File: src/rtl/risc_pkg.sv
// Shared definitions for the 16-bit RISC pipeline.
// Used by the fetch, decode and hazard units.
package risc_pkg;

  localparam int INSTR_W = 16;
  localparam int ADDR_W  = 16;

  localparam logic [INSTR_W-1:0] NOP_WORD = 16'hFFFF;

  typedef enum logic {
    IF_RUN,
    IF_HALT
  } if_state_e;

endpackage

File: src/rtl/instruction_fetch_unit_if_id_reg.sv
// IF/ID pipeline register.
// Flush writes the NOP word and wins over load.
module if_id_reg
  import risc_pkg::*;
#(
  parameter logic [INSTR_W-1:0] NOP = NOP_WORD
) (
  input  logic               clk,
  input  logic               reset,
  input  logic               load_i,
  input  logic               flush_i,
  input  logic [INSTR_W-1:0] instr_i,
  input  logic [ADDR_W-1:0]  pc_i,
  output logic [INSTR_W-1:0] instr_o,
  output logic [ADDR_W-1:0]  pc_o,
  output logic               valid_o
);

  logic [INSTR_W-1:0] instr_q;
  logic [ADDR_W-1:0]  pc_q;
  logic               valid_q;

  always_ff @(posedge clk) begin
    if (reset) begin
      instr_q <= NOP;
      pc_q    <= '0;
      valid_q <= 1'b0;
    end else if (flush_i) begin
      instr_q <= NOP;
      pc_q    <= pc_i;
      valid_q <= 1'b0;
    end else if (load_i) begin
      instr_q <= instr_i;
      pc_q    <= pc_i;
      valid_q <= 1'b1;
    end
  end

  assign instr_o = instr_q;
  assign pc_o    = pc_q;
  assign valid_o = valid_q;

endmodule

File: src/rtl/instruction_fetch_unit.sv
// Fetch stage: PC, RUN/HALT FSM and IF/ID register.
// Define IF_PERF_COUNT_EN to add fetch/bubble counters.
module instruction_fetch_unit
  import risc_pkg::*;
#(
  parameter int unsigned        IMEM_DEPTH = 32,
  parameter logic [ADDR_W-1:0]  RESET_PC   = 16'h0000,
  parameter logic [INSTR_W-1:0] NOP_WORD   = risc_pkg::NOP_WORD
) (
  input  logic               clk,
  input  logic               reset,
  input  logic               stall,
  input  logic               redirect_valid,
  input  logic [ADDR_W-1:0]  redirect_pc,
  output logic [ADDR_W-1:0]  imem_addr,
  input  logic [INSTR_W-1:0] imem_data,
  output logic [INSTR_W-1:0] if_id_instr,
  output logic [ADDR_W-1:0]  if_id_pc,
  output logic               if_id_valid,
  output logic               halted
`ifdef IF_PERF_COUNT_EN
  ,
  output logic [15:0]        perf_fetched,
  output logic [15:0]        perf_bubbles
`endif
);

  if_state_e         state_q, state_d;
  logic [ADDR_W-1:0] pc_q, pc_d;
  logic              load, flush;
  logic              in_range;

  // 17-bit compare so IMEM_DEPTH = 65536 covers every address
  assign in_range = ({1'b0, pc_q} < 17'(IMEM_DEPTH));

  always_ff @(posedge clk) begin
    if (reset) begin
      state_q <= IF_RUN;
      pc_q    <= RESET_PC;
    end else begin
      state_q <= state_d;
      pc_q    <= pc_d;
    end
  end

  always_comb begin
    state_d = state_q;
    pc_d    = pc_q;
    load    = 1'b0;
    flush   = 1'b0;
    unique case (state_q)
      IF_RUN: begin
        if (redirect_valid) begin
          pc_d  = redirect_pc;
          flush = 1'b1;
        end else if (stall) begin
          pc_d = pc_q;
        end else if (in_range) begin
          pc_d = pc_q + 16'd1;
          load = 1'b1;
        end else begin
          flush   = 1'b1;
          state_d = IF_HALT;
        end
      end
      IF_HALT: begin
        flush = 1'b1;
        if (redirect_valid) begin
          pc_d    = redirect_pc;
          state_d = IF_RUN;
        end
      end
      default: state_d = IF_RUN;
    endcase
  end

  if_id_reg #(
    .NOP(NOP_WORD)
  ) u_if_id (
    .clk    (clk),
    .reset  (reset),
    .load_i (load),
    .flush_i(flush),
    .instr_i(imem_data),
    .pc_i   (pc_q),
    .instr_o(if_id_instr),
    .pc_o   (if_id_pc),
    .valid_o(if_id_valid)
  );

  assign imem_addr = pc_q;
  assign halted    = (state_q == IF_HALT);

`ifdef IF_PERF_COUNT_EN
  logic [15:0] fetched_q, fetched_d;
  logic [15:0] bubbles_q, bubbles_d;

  always_comb begin
    fetched_d = fetched_q;
    bubbles_d = bubbles_q;
    if (load && fetched_q != 16'hFFFF)
      fetched_d = fetched_q + 16'd1;
    if (flush && bubbles_q != 16'hFFFF)
      bubbles_d = bubbles_q + 16'd1;
  end

  always_ff @(posedge clk) begin
    if (reset) begin
      fetched_q <= '0;
      bubbles_q <= '0;
    end else begin
      fetched_q <= fetched_d;
      bubbles_q <= bubbles_d;
    end
  end

  assign perf_fetched = fetched_q;
  assign perf_bubbles = bubbles_q;
`endif

endmodule
File: config.mk
export PLATFORM = sky130hd
export DESIGN_NAME = instruction_fetch_unit
export DESIGN_NICKNAME = d
export VERILOG_FILES = /design/src/rtl/risc_pkg.sv /design/src/rtl/instruction_fetch_unit_if_id_reg.sv /design/src/rtl/instruction_fetch_unit.sv
export SDC_FILE = /design/constraint.sdc
export NUM_CORES = 1
export LEC_CHECK = 0
export ABC_AREA = 1
export BUFFER_PORTS_ARGS = -buffer_cell sky130_fd_sc_hd__buf_2
export CORE_MARGIN = 2
export CORE_UTILIZATION = 36
export CTS_CLUSTER_DIAMETER = 30
export DETAILED_ROUTE_END_ITERATION = 6
export PLACE_DENSITY_LB_ADDON = 0.08
export SLEW_MARGIN = 5
export SYNTH_ARGS = -nofsm -noshare
export SYNTH_HDL_FRONTEND = slang
export SYNTH_SLANG_ARGS = --single-unit
export TNS_END_PERCENT = 1
File: constraint.sdc
create_clock -name clk -period 1.83 [get_ports clk]
set_clock_uncertainty 0.2 [all_clocks]
set_input_delay 0.183 -clock clk [delete_from_list [all_inputs] [get_ports clk]]
set_output_delay 0.183 -clock clk [all_outputs]
set_load 0.1 [all_outputs]
Yosys cells after proc, flatten, opt, wreduce, memory -nomap -nowiden
Cells that the tools add are included.

word-level totals
  register bits after elaboration = 50
  input bits = 36
  word-level logic and storage cells = 32
  output and inout bits = 50

cells by class
  equal/unequal tests = 3
  bitwise gates (word level) = 1
  multiplexer cells = 18
  add/sub/neg operators = 1
  order comparisons = 1
  reduce and logical (&&, ||, !) cells = 3

operators with widths
  cell                                                         count
  2-to-1 mux 16 bit                                            6
  case mux 16 bit (2 select lines)                             1
  adder 16 x 1 -> 16 bit, second input constant                1
  less-than comparator 16 x 6 -> 1 bit, second input constant  1
  2-to-1 mux 1 bit                                             9
  != test 3 bit, second input constant                         2
  case mux 1 bit (2 select lines)                              2
  AND reduction 3 bit                                          1
  != test 2 bit, second input constant                         1
  nonzero test 2 bit                                           1
  OR reduction 2 bit                                           1
  inverter 1 bit                                               1

Longest topological paths before layout
  depth in word-level cells = 7
  gate-level depth with buffers = 10
  depth with buffers taken out = 10

Modules after synthesis
Synthesis repeated with hierarchy kept, for this count alone.

unflattened totals
  cells, all modules = 310
  area total of the unflattened synthesis = 2,258.4 µm²

modules (own cells, without submodules)
  module                  times used  sequential area each (µm²)  cells each  area an instance (µm²)
  if_id_reg               1           660.6                       174         1,273.7
  instruction_fetch_unit  1           340.3                       136         984.7

Least setup slack after synthesis
No wires, ideal clock.

  path kind = reg-to-reg
  start point = register pc_q[11], in the netlist imem_addr[11]
  end point = register pc_q[2], in the netlist imem_addr[2]
  period minus slack after synthesis = 2,170 ps
  arrival = 1,853 ps
  slack = -340 ps
  cell stages (with the launch flop) = 10
  data required time = 1,513 ps
  cells stage by stage = dfxtp_1 inv_1 nand2_1 nor2_4 nand3_2 buf_6 nand2_4 buf_8 nor2_1 nor2_1

on the way
  longest elaborated chain between the ends = 3

ends and longest elaborated chain
  what                                  line                          source
  start, declared                       instruction_fetch_unit.sv:29  logic [ADDR_W-1:0] pc_q, pc_d;
  start signal, assigned                instruction_fetch_unit.sv:42  pc_q <= pc_d;
  less-than comparator 16 x 6 -> 1 bit  instruction_fetch_unit.sv:34  assign in_range = ({1'b0, pc_q} < 17'(IMEM_DEPTH));
  != test 3 bit (no source line)        --
  AND reduction 3 bit (no source line)  --

No other way between the ends.
A chain may end at the register's enable or synchronous reset.

Final worst setup path
  start point = register pc_q[9], in the netlist imem_addr[9]
  end point = register u_if_id.instr_q[3], in the netlist u_if_id.instr_o[3]

on the way
  longest elaborated chain between the ends = 6
  elaborated cells between the ends (all ways) = 10
  those cells by class = order compare: 1; mux: 8; reduce/logical: 1

ends and longest elaborated chain
  what                                    line                                    source
  less-than comparator 16 x 6 -> 1 bit *  instruction_fetch_unit.sv:34
  2-to-1 mux 1 bit                        instruction_fetch_unit.sv:58            end else if (in_range) begin
  2-to-1 mux 1 bit                        instruction_fetch_unit.sv:56            end else if (stall) begin
  2-to-1 mux 1 bit                        instruction_fetch_unit.sv:53            if (redirect_valid) begin
  case mux 1 bit (2 select lines)         instruction_fetch_unit.sv:51            unique case (state_q)
  OR reduction 2 bit (no source line)     --
  end signal, assigned                    instruction_fetch_unit_if_id_reg.sv:33  instr_q <= instr_i;
  end, declared                           instruction_fetch_unit_if_id_reg.sv:19  logic [INSTR_W-1:0] instr_q;

Every way passes the cells marked *; elsewhere a longest branch is shown, timed or not.

==> summary.json <==
{
  "run_status": {
    "outcome": "completed"
  },
  "yosys": {
    "synth-seq-area-share_pct": 47.3,
    "mappedNetlistNets": 317,
    "synth.distinct_cells": 26,
    "compound_cell_area_share_of_the_yosys_netlist_pct": 10.4,
    "synth.area.mux_share_pct": 0.947,
    "yosys.area_share.adder_pct": 0.592,
    "synth-simple-area-share_pct": 32.2,
    "synth-xor-area-share_pct": 0,
    "synth.yosys.warnings": 0,
    "ys_ff_latch": 50,
    "post_synth_inst_count": 280,
    "synth_top_family_by_area": "simple AND/OR/NAND/NOR gates",
    "post_syn_area_mm2": 0.00211,
    "post_synth.cell_area_avg_um2": 7.55
  },
  "critical_path": {
    "timing.critical_path.arrival_ns": 1.76,
    "critPathRequiredTime_ns": 1.89,
    "worst_r2r_path_depth": 7,
    "critical_path_peak_fanout": 16,
    "crit_type": "register to register",
    "path_delay_family": "simple AND/OR/NAND/NOR gates",
    "critical_path.cell_chain": "nor2_1 -> nand2_1 -> nor2_4 -> nand3_2 -> nor2_4 -> nand2_1 -> nand3_1",
    "slowest_stage": "sky130_fd_sc_hd__nor2_4",
    "r2r_start": "imem_addr[9]$_SDFFE_PP0P_",
    "critical_path.reg2reg.endpoint": "u_if_id.instr_o[3]$_SDFFE_PP1P_",
    "critical_path.n_buffers_inverters": 0,
    "crit_path_end": "u_if_id.instr_o[3]$_SDFFE_PP1P_",
    "ff2ff_setup_slack_ns": 0.13,
    "cp_num_cells": 7,
    "critPathMaxStageDelay_ns": 0.37,
    "critPathCaptureType": "register",
    "worstSetupStartpointType": "register",
    "cp-startpoint": "imem_addr[9]$_SDFFE_PP0P_"
  },
  "drt": {
    "top_layer_used": "met4",
    "routed-wl-met3_um": 322,
    "wl_per_cell_um": 12.0,
    "avgViaCountPerCell": 4.51,
    "total_via_count_in_the_routed_design": 2105,
    "drt-met1-wl_mm": 2.65,
    "drt_iter0_markers": 63,
    "wl_met2_mm": 2.51,
    "post-route-drc-count": 0,
    "drt_pass1_iterations": 4,
    "wirelength_mm": 5.59,
    "ant_nets": 0
  },
  "floorplan": {
    "floorplan.initialDensity_pct": 37.9,
    "design.die.area_mm2": 0.00650,
    "rows": 27,
    "die_x_um": 80.6,
    "design.core.area_mm2": 0.00557,
    "dieHeight_um": 80.6,
    "num_io_pins": 86
  },
  "pwr": {
    "total_power_mw": 2.78,
    "max-vdd-ir-drop_mv": 0.460,
    "power_per_cell_area_mw_per_mm2": 921,
    "p_leak_nw": 1.50
  },
  "sta": {
    "report.final.setup_viol": 0,
    "fin_setup_tns_ns": 0,
    "final-max-slew-violation-count": 0,
    "timing_hold_violations_final": 0,
    "timing_worst_slew_pin_value_ns": 0.501,
    "hold_ws_ns": 0.0124,
    "headroom_to_the_max_slew_limit_pct": 66.8,
    "finalWorstPathRequiredPeriod_ns": 1.70,
    "rsz0062_at_grt": "no",
    "layout_worst_path_cycle_share_pct": 93.0,
    "achievable-frequency_ghz": 0.588
  },
  "global_route": {
    "grt_first_pass_wirelength_mm": 8.81,
    "grt_max_degree": 26,
    "grt_util_overall_pct": 17.7,
    "grt_pass1_vias": 1958,
    "global_route.overflow_total": 0,
    "number_of_antenna_violations_at_the_first_check_in_global_routing": 0
  },
  "worst_hold_path": {
    "hold_class": "primary input to register"
  },
  "finish": {
    "nNetsFinal": 431,
    "final_cell_count_no_fill": 467,
    "drive_above_1_share_pct": 33.4,
    "post-route-util_pct": 54.2,
    "n_fill_cell": 580,
    "area_of_the_multi_input_gates_um2": 942,
    "area.sequential_mm2": 0.00102,
    "num_antenna_cells": 0,
    "area_growth_syn_to_layout_pct": 42.8
  },
  "job": {
    "timing.max_cap.violations": 0
  },
  "clock_network": {
    "ctsRootBufferMaster": "sky130_fd_sc_hd__clkbuf_8",
    "ctsHtreeMaxLevel": 2,
    "clock_sinks": 50,
    "tritoncts_clock_tree": "yes",
    "clk_latency_ns": 0.31,
    "cts-buffers-inserted": 5,
    "buffer_levels_on_the_longest_clock_path": 2,
    "clkTransAtPathRegs_ns": 0.10
  },
  "place": {
    "placement.io_buffers": 85,
    "dp_cells": 431,
    "hpwlAfterDp_mm": 3.80,
    "place.gp.congestion": 0.806
  }
}
==> worst register-to-register path: cells and delay by family (launching register included) <==
family | cells | cell delay [ns]
simple gates | 7 | 1.10
flops | 1 | 0.35
==> registers in the layout, summed over array words and instances, names as in the netlist <==
name,count
halted,1
imem_addr,16
u_if_id.instr_o,16
u_if_id.pc_o,16
u_if_id.valid_o,1
==> worst min-delay path by stage <==
| stage | from | to | slack [ns] | depth (start not counted) |
|---|---|---|---|---|
| global placement | imem_data[12] | u_if_id.instr_o[12]$_SDFFE_PP1P_ | 0.20 | 3 |
| detailed placement | imem_data[4] | u_if_id.instr_o[4]$_SDFFE_PP1P_ | 0.20 | 3 |
| CTS | redirect_pc[1] | imem_addr[1]$_SDFFE_PP0P_ | 0.01 | 5 |
| finish | redirect_pc[1] | imem_addr[1]$_SDFFE_PP0P_ | 0.01 | 5 |
| global route | redirect_pc[1] | imem_addr[1]$_SDFFE_PP0P_ | 0.04 | 5 |
| floorplan | reset | imem_addr[10]$_SDFFE_PP0P_ | 0.04 | 1 |
==> metrics by stage <==
| step | area (µm²) | worst slack (ns) |
|---|---|---|
| 2_1_floorplan | 2140 | 0.0276 |
| 3_3_place_gp | 2600 | 0.165 |
| 3_5_place_dp | 2600 | 0.162 |
| 4_1_cts | 2990 | 0.141 |
| 5_1_grt | 3020 | 0.0109 |
| 6_report | 3020 | 0.129 |
==> Yosys cell counts (all sizes together) <==
library cell / number / share of area, %
o21ai: 24 / 5.7
ha: 1 / 0.59
nand3: 30 / 7.3
nor2: 41 / 9.9
dfxtp: 50 / 47
mux2i: 2 / 0.95
buf: 10 / 4.1
nand4: 3 / 1.2
nand2: 74 / 14
clkinv: 1 / 0.18
clkbuf: 2 / 0.36
a21oi: 20 / 4.7
inv: 22 / 3.9
==> cell families after synthesis <==
kind of cell,after synthesis
buf+inv,35
fa+ha+maj,1
flops,50
compound gates,44
simple gates,148
mux,2
==> report_power, final <==
part           internal [mW]  leakage [nW]  switching (mW)  total [mW]
clock                  0.417        0.0563           0.404       0.820
combinational          0.183          1.03           0.583       0.766
sequential              1.15         0.416          0.0460        1.19
total                   1.75          1.50            1.03        2.78
==> layout by cell type, fill, tap and decap left out, drive strengths merged <==
cell type,Yosys,routed
inv,22,23
mux2i,2,2
dfxtp,50,50
clkbuf,2,5
a21oi,20,20
dlygate4sd3,0,27
nand3,30,30
clkinvlp,0,1
bufinv,0,1
buf,10,92
nand2,74,74
clkinv,1,1
ha,1,1
o21ai,24,24
nand4,3,3
nor2,41,41
==> repair_timing <==
item | in CTS | in global routing
buffers inserted | 0 | 1
endpoints found under the setup margin | 0 | 13
resized for setup | 0 | 1
hold buffers | 27 | 0
endpoints found under the hold margin | 26 | 0
==> cell type report <==
| class | count | area share, % |
|---|---|---|
| clock inverter | 3 | 1.62 |
| clock buffer | 5 | 2.28 |
| multi-input combinational | 195 | 31.2 |
| tap | 72 | 2.98 |
| timing repair buffer | 119 | 25.2 |
| inverter | 23 | 2.86 |
| sequential | 50 | 33.9 |
==> per-layer routing <==
layer | up-vias | global-route usage [%]
met5 | - | 0
met1 | 916 | 22.7
met4 | 0 | 8.14
met2 | 56 | 28.4
met3 | 8 | 3.60
li1 | 1125 | -
(Power assumes the default switching activity.)
